`config.mk`:
```
export PLATFORM = sky130hd
export DESIGN_NAME = add32_pipe
export DESIGN_NICKNAME = d
export VERILOG_FILES = /design/src/rtl/add32_pipe_pkg.sv /design/src/rtl/add32_pipe_cla_grp4.sv /design/src/rtl/add32_pipe.sv
export SDC_FILE = /design/constraint.sdc
export NUM_CORES = 1
export LEC_CHECK = 0
export BUFFER_PORTS_ARGS = -buffer_cell sky130_fd_sc_hd__buf_2
export CAP_MARGIN = 20
export CORE_MARGIN = 8
export CORE_UTILIZATION = 56
export DETAILED_ROUTE_END_ITERATION = 7
export PLACE_DENSITY = 0.82
export SYNTH_ARGS = -nofsm -noshare
export SYNTH_HDL_FRONTEND = slang
export SYNTH_SLANG_ARGS = --single-unit
```
`constraint.sdc`:
```
create_clock -name clk -period 2.4 [get_ports clk]
set_input_delay 0.48 -clock clk [delete_from_list [all_inputs] [get_ports clk]]
set_output_delay 0.48 -clock clk [all_outputs]
set_load 0.02 [all_outputs]
```
`src/rtl/add32_pipe_pkg.sv`:
```
// Shared definitions for the pipelined adder/subtractor and its consumers.
package add32_pipe_pkg;

   // Default operand width; must stay a multiple of GRP_W.
   localparam int unsigned WIDTH_DEF = 32;

   // Width of one carry-lookahead group.
   localparam int unsigned GRP_W = 4;

   // Result flags, also consumed by the ALU result mux.
   typedef struct packed {
      logic cout;
      logic ovf;
      logic zero;
      logic neg;
   } flags_t;

endpackage

```
`src/rtl/add32_pipe_cla_grp4.sv`:
```
// 4-bit carry-lookahead group: internal carries plus group propagate/generate.
module cla_grp4
   import add32_pipe_pkg::*;
(
   input  logic [GRP_W-1:0] p,
   input  logic [GRP_W-1:0] g,
   input  logic             cin,
   output logic [GRP_W:1]   c,
   output logic             ps,
   output logic             gs
);

   // Flat two-level lookahead; every carry is a direct sum of products.
   always_comb begin
      c[1] = g[0] | (p[0] & cin);
      c[2] = g[1] | (p[1] & g[0]) | (p[1] & p[0] & cin);
      c[3] = g[2] | (p[2] & g[1]) | (p[2] & p[1] & g[0]) | (p[2] & p[1] & p[0] & cin);
      c[4] = g[3] | (p[3] & g[2]) | (p[3] & p[2] & g[1]) | (p[3] & p[2] & p[1] & g[0])
           | (p[3] & p[2] & p[1] & p[0] & cin);
      ps   = &p;
      gs   = g[3] | (p[3] & g[2]) | (p[3] & p[2] & g[1]) | (p[3] & p[2] & p[1] & g[0]);
   end

endmodule

```
`src/rtl/add32_pipe.sv`:
```
// Two-stage pipelined adder/subtractor built on 4-bit lookahead groups.
// Stage 1 holds operands and group PS/GS; stage 2 resolves group carries and
// registers the sum and flags. Both stages are plain registers with
// valid/ready flow control and no skid buffer.
module add32_pipe
   import add32_pipe_pkg::*;
#(
   parameter int unsigned WIDTH = WIDTH_DEF
) (
   input  logic             clk,
   input  logic             rst_n,
   input  logic             in_valid,
   output logic             in_ready,
   input  logic [WIDTH-1:0] a,
   input  logic [WIDTH-1:0] b,
   input  logic             sub,
   input  logic             cin,
   output logic             out_valid,
   input  logic             out_ready,
   output logic [WIDTH-1:0] sum,
   output logic             cout,
   output logic             ovf,
   output logic             zero,
   output logic             neg
);

   localparam int unsigned NGRP = WIDTH / GRP_W;

   // Flow control
   logic s1_adv;
   logic s2_adv;

   // Stage-1 inputs
   logic [WIDTH-1:0] bb_in;
   logic [WIDTH-1:0] p_in;
   logic [WIDTH-1:0] g_in;
   logic             c0_in;
   logic [NGRP-1:0]  ps_in;
   logic [NGRP-1:0]  gs_in;
   logic [WIDTH-1:0] s1_c_unused;

   // Stage-1 registers
   logic             s1_valid;
   logic [WIDTH-1:0] s1_a;
   logic [WIDTH-1:0] s1_bb;
   logic [WIDTH-1:0] s1_p;
   logic [WIDTH-1:0] s1_g;
   logic             s1_c0;
   logic [NGRP-1:0]  s1_ps;
   logic [NGRP-1:0]  s1_gs;

   // Stage-2 combinational
   logic [NGRP:0]    grp_c;
   logic [WIDTH:0]   carry;
   logic [WIDTH-1:0] sum_d;
   flags_t           flags_d;
   logic [NGRP-1:0]  s2_ps_unused;
   logic [NGRP-1:0]  s2_gs_unused;

   // Output registers
   flags_t           flags_q;

   assign s2_adv   = !out_valid || out_ready;
   assign s1_adv   = !s1_valid || s2_adv;
   assign in_ready = s1_adv;

   // Operands are kept in stage 1 for debug visibility; the adder itself
   // works only from p/g.
   logic s1_data_unused;
   assign s1_data_unused = ^{s1_a, s1_bb};

   // Effective operands and per-bit propagate/generate.
   always_comb begin
      bb_in = sub ? ~b : b;
      c0_in = sub | cin;
      p_in  = a ^ bb_in;
      g_in  = a & bb_in;
   end

   // Stage-1 groups: only PS/GS are needed here.
   for (genvar k = 0; k < NGRP; k++) begin : g_s1_grp
      cla_grp4 u_cla (
         .p   (p_in[GRP_W*k +: GRP_W]),
         .g   (g_in[GRP_W*k +: GRP_W]),
         .cin (1'b0),
         .c   (s1_c_unused[GRP_W*k +: GRP_W]),
         .ps  (ps_in[k]),
         .gs  (gs_in[k])
      );
   end

   // Stage-1 register: load a new beat whenever the stage can advance.
   always_ff @(posedge clk) begin
      if (!rst_n) begin
         s1_valid <= 1'b0;
         s1_a     <= '0;
         s1_bb    <= '0;
         s1_p     <= '0;
         s1_g     <= '0;
         s1_c0    <= 1'b0;
         s1_ps    <= '0;
         s1_gs    <= '0;
      end else if (s1_adv) begin
         s1_valid <= in_valid;
         if (in_valid) begin
            s1_a  <= a;
            s1_bb <= bb_in;
            s1_p  <= p_in;
            s1_g  <= g_in;
            s1_c0 <= c0_in;
            s1_ps <= ps_in;
            s1_gs <= gs_in;
         end
      end
   end

   // Second-level lookahead: each group carry-in is a flat sum of products
   // of PS/GS and c0, so no carry ripples from group to group.
   assign grp_c[0] = s1_c0;
   for (genvar k = 1; k <= NGRP; k++) begin : g_lvl2
      logic ck;
      // Group carry-in k from all lower-group PS/GS terms.
      always_comb begin
         logic term;
         term = 1'b0;
         ck   = s1_c0 & (&s1_ps[k-1:0]);
         for (int j = 0; j < k; j++) begin
            term = s1_gs[j];
            for (int m = j + 1; m < k; m++) begin
               term = term & s1_ps[m];
            end
            ck = ck | term;
         end
      end
      assign grp_c[k] = ck;
   end

   // Stage-2 groups: intra-group carries from the resolved group carry-ins.
   assign carry[0] = s1_c0;
   for (genvar k = 0; k < NGRP; k++) begin : g_s2_grp
      cla_grp4 u_cla (
         .p   (s1_p[GRP_W*k +: GRP_W]),
         .g   (s1_g[GRP_W*k +: GRP_W]),
         .cin (grp_c[k]),
         .c   (carry[GRP_W*k+1 +: GRP_W]),
         .ps  (s2_ps_unused[k]),
         .gs  (s2_gs_unused[k])
      );
   end

   // Sum and flags from the carry chain.
   always_comb begin
      sum_d        = s1_p ^ carry[WIDTH-1:0];
      flags_d.cout = grp_c[NGRP];
      flags_d.ovf  = carry[WIDTH] ^ carry[WIDTH-1];
      flags_d.zero = ~|sum_d;
      flags_d.neg  = sum_d[WIDTH-1];
   end

   // Output register: data changes only when a stage-1 beat moves forward.
   always_ff @(posedge clk) begin
      if (!rst_n) begin
         out_valid <= 1'b0;
         sum       <= '0;
         flags_q   <= '0;
      end else if (s2_adv) begin
         out_valid <= s1_valid;
         if (s1_valid) begin
            sum     <= sum_d;
            flags_q <= flags_d;
         end
      end
   end

   assign cout = flags_q.cout;
   assign ovf  = flags_q.ovf;
   assign zero = flags_q.zero;
   assign neg  = flags_q.neg;

endmodule

```
# Word-level counts from Yosys, hierarchy flattened
# Cells that the tools add are included.
# word_totals
register_bits	119
input_bits	70
# classes
mux	1
n_bitwise	350
n_reduce_logical	23
# ops
operator	count
1-bit AND	204
1-bit bitwise OR	141
32-bit bitwise XOR	2
4-bit AND reduction	9
32-bit AND	1
32-bit 2-to-1 mux	1
32-bit inverter	1
32-bit OR reduction	1
8-bit AND reduction	1
7-bit AND reduction	1
2-bit AND reduction	3
6-bit AND reduction	1
5-bit AND reduction	1
1-bit zero test	3
3-bit AND reduction	1
1-bit logical OR	2
1-bit bitwise XOR	1

# Longest topological paths before layout
# depth
word_depth	18
depth_mapped	9
depth_no_buf	9

# Cells and area by module
# A second synthesis with hierarchy kept.
# unflattened
hier_cells	765
area_unflattened_um2	6115.9
# by_module_without_submodules
mod	instances	cells_per_inst	area_per_inst_um2	seq_area_each_um2
add32_pipe	1	605	5154.9	2362.3
cla_grp4	16	10	60.1	0.0

# Worst setup path before layout
# Ideal clock, no wire load.
# synth_timing
path_type	register to register
startpoint	reg s1_c0
endpoint	reg flags_q, in the netlist zero
t_arrival_ns	2.083
slack_ns	0.248
path_stages_with_launch	9
path_buffers	0
synth_period_minus_slack_ns	2.152
path_cell_list	dfxtp_1 -> a211oi_4 -> o21a_1 -> or3_1 -> and2_0 -> or4_1 -> nor4_1 -> nand4_1 -> o21ai_1
# synth_between
elab_chain_cells	13
elab_cells_between_ends	100
cone_classes	98 x bitwise; 2 x reduce/logical
# synth_rtl
item	line	text
from (decl)	add32_pipe.sv:48	logic s1_c0;
from (signal assigned)	add32_pipe.sv:110	s1_c0 <= c0_in;
1-bit AND	add32_pipe.sv:126	ck = s1_c0 & (&s1_ps[k-1:0]);
1-bit bitwise OR (7 in series)	add32_pipe.sv:132	ck = ck | term;
1-bit AND (on tied branches)	add32_pipe_cla_grp4.sv:15, add32_pipe_cla_grp4.sv:16, add32_pipe_cla_grp4.sv:17	
1-bit bitwise OR (on tied branches)	add32_pipe_cla_grp4.sv:15, add32_pipe_cla_grp4.sv:16, add32_pipe_cla_grp4.sv:17	
32-bit bitwise XOR (*)	add32_pipe.sv:153	sum_d = s1_p ^ carry[WIDTH-1:0];
32-bit OR reduction (*)	add32_pipe.sv:156	flags_d.zero = ~|sum_d;
1-bit zero test (*)	add32_pipe.sv:156	
to (signal assigned)	add32_pipe.sv:170	flags_q <= flags_d;
to (decl)	add32_pipe.sv:61	flags_t flags_q;
# Every way passes the cells marked *; elsewhere a longest branch is shown, timed or not.
# A chain may end at the register's enable or synchronous reset.

# Worst setup path in the final report
# layout_timing
startpoint	reg s1_gs[0]
endpoint	reg flags_q, in the netlist zero
# layout_between
elab_chain_cells	18
elab_cells_between_ends	91
cone_classes	89 x bitwise; 2 x reduce/logical
# layout_rtl
item	line	text
from (decl)	add32_pipe.sv:50	logic [NGRP-1:0] s1_gs;
from (signal assigned)	add32_pipe.sv:112	s1_gs <= gs_in;
1-bit AND (6 in series)	add32_pipe.sv:130	term = term & s1_ps[m];
1-bit bitwise OR (7 in series)	add32_pipe.sv:132	
1-bit AND (on tied branches)	add32_pipe_cla_grp4.sv:15, add32_pipe_cla_grp4.sv:16, add32_pipe_cla_grp4.sv:17	
1-bit bitwise OR (on tied branches)	add32_pipe_cla_grp4.sv:15, add32_pipe_cla_grp4.sv:16, add32_pipe_cla_grp4.sv:17	
32-bit bitwise XOR (*)	add32_pipe.sv:153	
32-bit OR reduction (*)	add32_pipe.sv:156	
1-bit zero test (*)	add32_pipe.sv:156	
# Marked as above.

==> flow_metrics.py <==
metrics = {
    "synthesis": {
        "netlist_top_cells_area": "dfxtp_1 40%, nand2_1 11%, ha_1 6.9%, xor2_1 6.9%, a21oi_1 6.8%",
        "yosys.area.top_type": "dfxtp_1",
        "syn_inst": 748,
        "ys_types": 47,
        "ys_seq_elements": 118,
        "yosys_warnings": 0,
        "syn-num-nets": 851,
        "postSynthAreaPerCell_sq_um": 7.97,
        "netlist_area_sq_um": 5960,
        "synth-edff-count": 0,
        "async_flop_share_pct": 0,
        "synth_ff_type": "dfxtp_1",
        "ys_seq_area_share_pct": 39.6,
        "synth_top_area_share_pct": 39.6,
    },
    "worst_setup_path": {
        "crit_fanout": 7,
        "critPathArrivalTime_ns": 2.73,
        "cp-end-kind": "flip-flop",
        "critPathRequiredTime_ns": 2.85,
        "crit_type": "reg -> reg",
        "critical_path.startpoint_type": "flip-flop",
    },
    "grt": {
        "grt.met3_usage_pct": 5.10,
        "overflow": 0,
        "grtUsageMet2_pct": 35.4,
        "grt_pass1_wl_um": 26700,
        "grt_util_met1_pct": 29.8,
        "grt_pass1_vias": 5511,
        "grt_max_degree": 90,
        "track_usage_pct": 22.7,
        "grt_antenna_before_repair": 0,
        "busiest_layer": "met2",
    },
    "detailed_routing": {
        "first_pass_iters": 8,
        "drt_wl_total_um": 16400,
        "drc": 0,
        "wl_per_cell_um": 16.5,
        "num_vias": 5693,
        "ant_nets": 0,
        "dr.first_iter.drc_count": 539,
        "via_per_inst": 5.74,
    },
    "cells_and_area": {
        "num_antenna_cells": 0,
        "area_growth_pct": 21.5,
        "drive_gt1_share_pct": 20.4,
        "final_nets": 946,
    },
    "timing": {
        "period_minus_slack_ns": 2.28,
        "setup_violations": 0,
        "maxSlewViolCount": 0,
        "tns_ns": 0,
        "fmax_mhz": 439,
        "holdWs_ns": 0.218,
        "rsz0062_at_grt": "false",
        "finalHoldViolCount": 0,
        "skew_ns": 0.0106,
        "slew_headroom_pct": 54.3,
        "max_slew.worst_pin.slew_ns": 0.685,
        "post-route-period-util_pct": 95.0,
    },
    "floorplanning": {
        "floorplan.initialDensity_pct": 57.8,
        "ios": 108,
        "dieArea_sq_um": 14200,
        "coreArea_sq_um": 10300,
        "die_h_um": 119,
        "die_w_um": 119,
        "num_rows": 37,
    },
    "clocking": {
        "path_clk_slew_ns": 0.06,
        "cts_tree": "done",
        "cts.sinks": 118,
        "htree_num_levels": 4,
        "cts-root-buf": "clkbuf_8",
        "cts_hold_buf": 0,
        "clock_path_buffers": 2,
        "cts_made_buffers": 17,
        "clk_latency_ns": 0.53,
    },
    "min_path": {
        "min_path_type": "in -> reg",
    },
    "flow_run": {
        "maxCapViolCount": 0,
    },
    "placed_design": {
        "portBuffers": 107,
        "dp_hpwl_um": 11500,
        "place.gp.congestion": 0.916,
    },
    "pwr": {
        "leakagePower_nw": 3.06,
        "ir_worst_vdd_mv": 0.397,
        "p_per_area_nw_per_um2": 753,
    },
    "outcome": {
        "status": "finished, final reports clean",
    },
}
-- final timing paths --
| kind | start | endpoint | slack (ns) | cells past startpoint |
|---|---|---|---|---|
| setup / recovery | s1_gs[0] | zero | 0.12 | 8 |
| hold / removal | in_valid | s1_valid | 0.22 | 3 |
| setup reg to reg | s1_gs[0] | zero | 0.12 | 8 |
| hold reg to reg | sum[25] | sum[25] | 0.46 | 2 |
-- placed cells by master (no fill, tap or decap), types with 4 or more instances in the layout --
cell and instances:
a211oi_1 5, a21boi_0 38, a21o_1 4, a21oi_1 81
and2_1 5, buf_2 107, buf_4 8, clkbuf_16 16
clkbuf_8 4, clkinvlp_4 7, dfxtp_1 114, dfxtp_2 4
ha_1 33, inv_1 8, nand2_1 171, nand3_1 8
nand4_1 11, nor2_1 56, nor2b_1 11, nor3_1 8
o2111ai_1 4, o21a_1 7, o21ai_0 29, o21bai_1 4
or3_1 4, xnor2_1 11, xor2_1 47
-- layout make-up --
type,instances,area (sq um)
clock inverter,11,101
inverter,9,33.8
tap,136,170
clock buffer,20,455
multi-input combinational,579,3460
timing repair buffer,118,656
fill,779,3080
sequential,118,2370
-- logic make-up (layout without fill, tap and decap cells) --
family	Yosys count	after routing	share of synthesized area, %
AO/OA/AOI/OAI	196	196	20.7
XOR/XNOR	59	59	8.66
adder cells (fa/ha/maj)	33	33	6.92
buffers and inverters	51	158	3.27
flip-flops	118	118	39.6
multiplexers	2	2	0.336
AND/OR/NAND/NOR	289	289	20.5
-- metrics by stage --
step / setup slack [ns] / instances / cell area [sq um] / total power [mW] / utilization [%]
3_3_place_gp: 0.136 / 958 / 6620 / 3.07 / 64.1
6_report: 0.121 / 991 / 7250 / 5.46 / 70.2
5_1_grt: 0.0357 / 991 / 7250 / 5.66 / 70.2
3_5_place_dp: 0.0442 / 958 / 6620 / 3.10 / 64.1
4_1_cts: 0.00954 / 989 / 7180 / 5.42 / 69.5
2_1_floorplan: 0.248 / 748 / 5960 / 2.80 / -
-- worst max-delay path: stages, from the launching register on --
cell and delay, ns:
dfxtp_2 0.35, a211oi_4 0.36, o21ai_4 0.14, a41oi_2 0.27, xnor2_2 0.10, or4_1 0.52
nor4_2 0.15, nand4_1 0.12, o21ai_1 0.19
-- state kept, by name, indices dropped and copies added (netlist names), 8 cells and up --
register	count
s1_g	32
s1_gs	8
s1_p	32
s1_ps	8
sum	32
-- layer usage --
layer  vias up  part of all wire [%]
met5         -                     0
met4         0                   2.4
met3        40                   7.5
met2       266                    46
met1      2649                    44
li1       2738                     -
-- where the power goes --
group / internal [mW] / switching (mW) / total [mW] / leakage [nW]
Combinational: 0.376 / 0.535 / 0.911 / 1.84
Sequential: 2.08 / 0.120 / 2.20 / 0.967
Clock: 1.44 / 0.898 / 2.34 / 0.253
Total: 3.90 / 1.55 / 5.46 / 3.06
-- cell usage after synthesis, types with 2 or more instances --
cell type / n
a211oi_1: 6
o2111ai_1: 4
ha_1: 33
o211ai_1: 2
clkbuf_1: 38
a21oi_1: 81
and2_1: 6
a21o_1: 4
a31o_2: 2
nand3_1: 8
nor2_1: 56
dfxtp_1: 118
a311oi_1: 2
or3_1: 4
inv_1: 8
mux2i_1: 2
buf_1: 3
o22ai_1: 2
xor2_1: 47
nand2_1: 172
o211a_1: 2
nand2b_1: 2
o21ba_2: 2
o21ai_0: 29
o21a_1: 7
o21bai_1: 4
a31oi_1: 4
nand4_1: 11
nor2b_1: 12
o21ai_2: 2
and2_0: 2
nor4_1: 2
nor3_1: 8
a21boi_0: 39
xnor2_1: 12
-- timing repair --
action / CTS / global route
gates resized for setup: 0 / 13
setup endpoints to repair: 1 / 1
pin swaps: 1 / 6
buffers inserted: 0 / 2
Power figures use the tool's default switching activity.
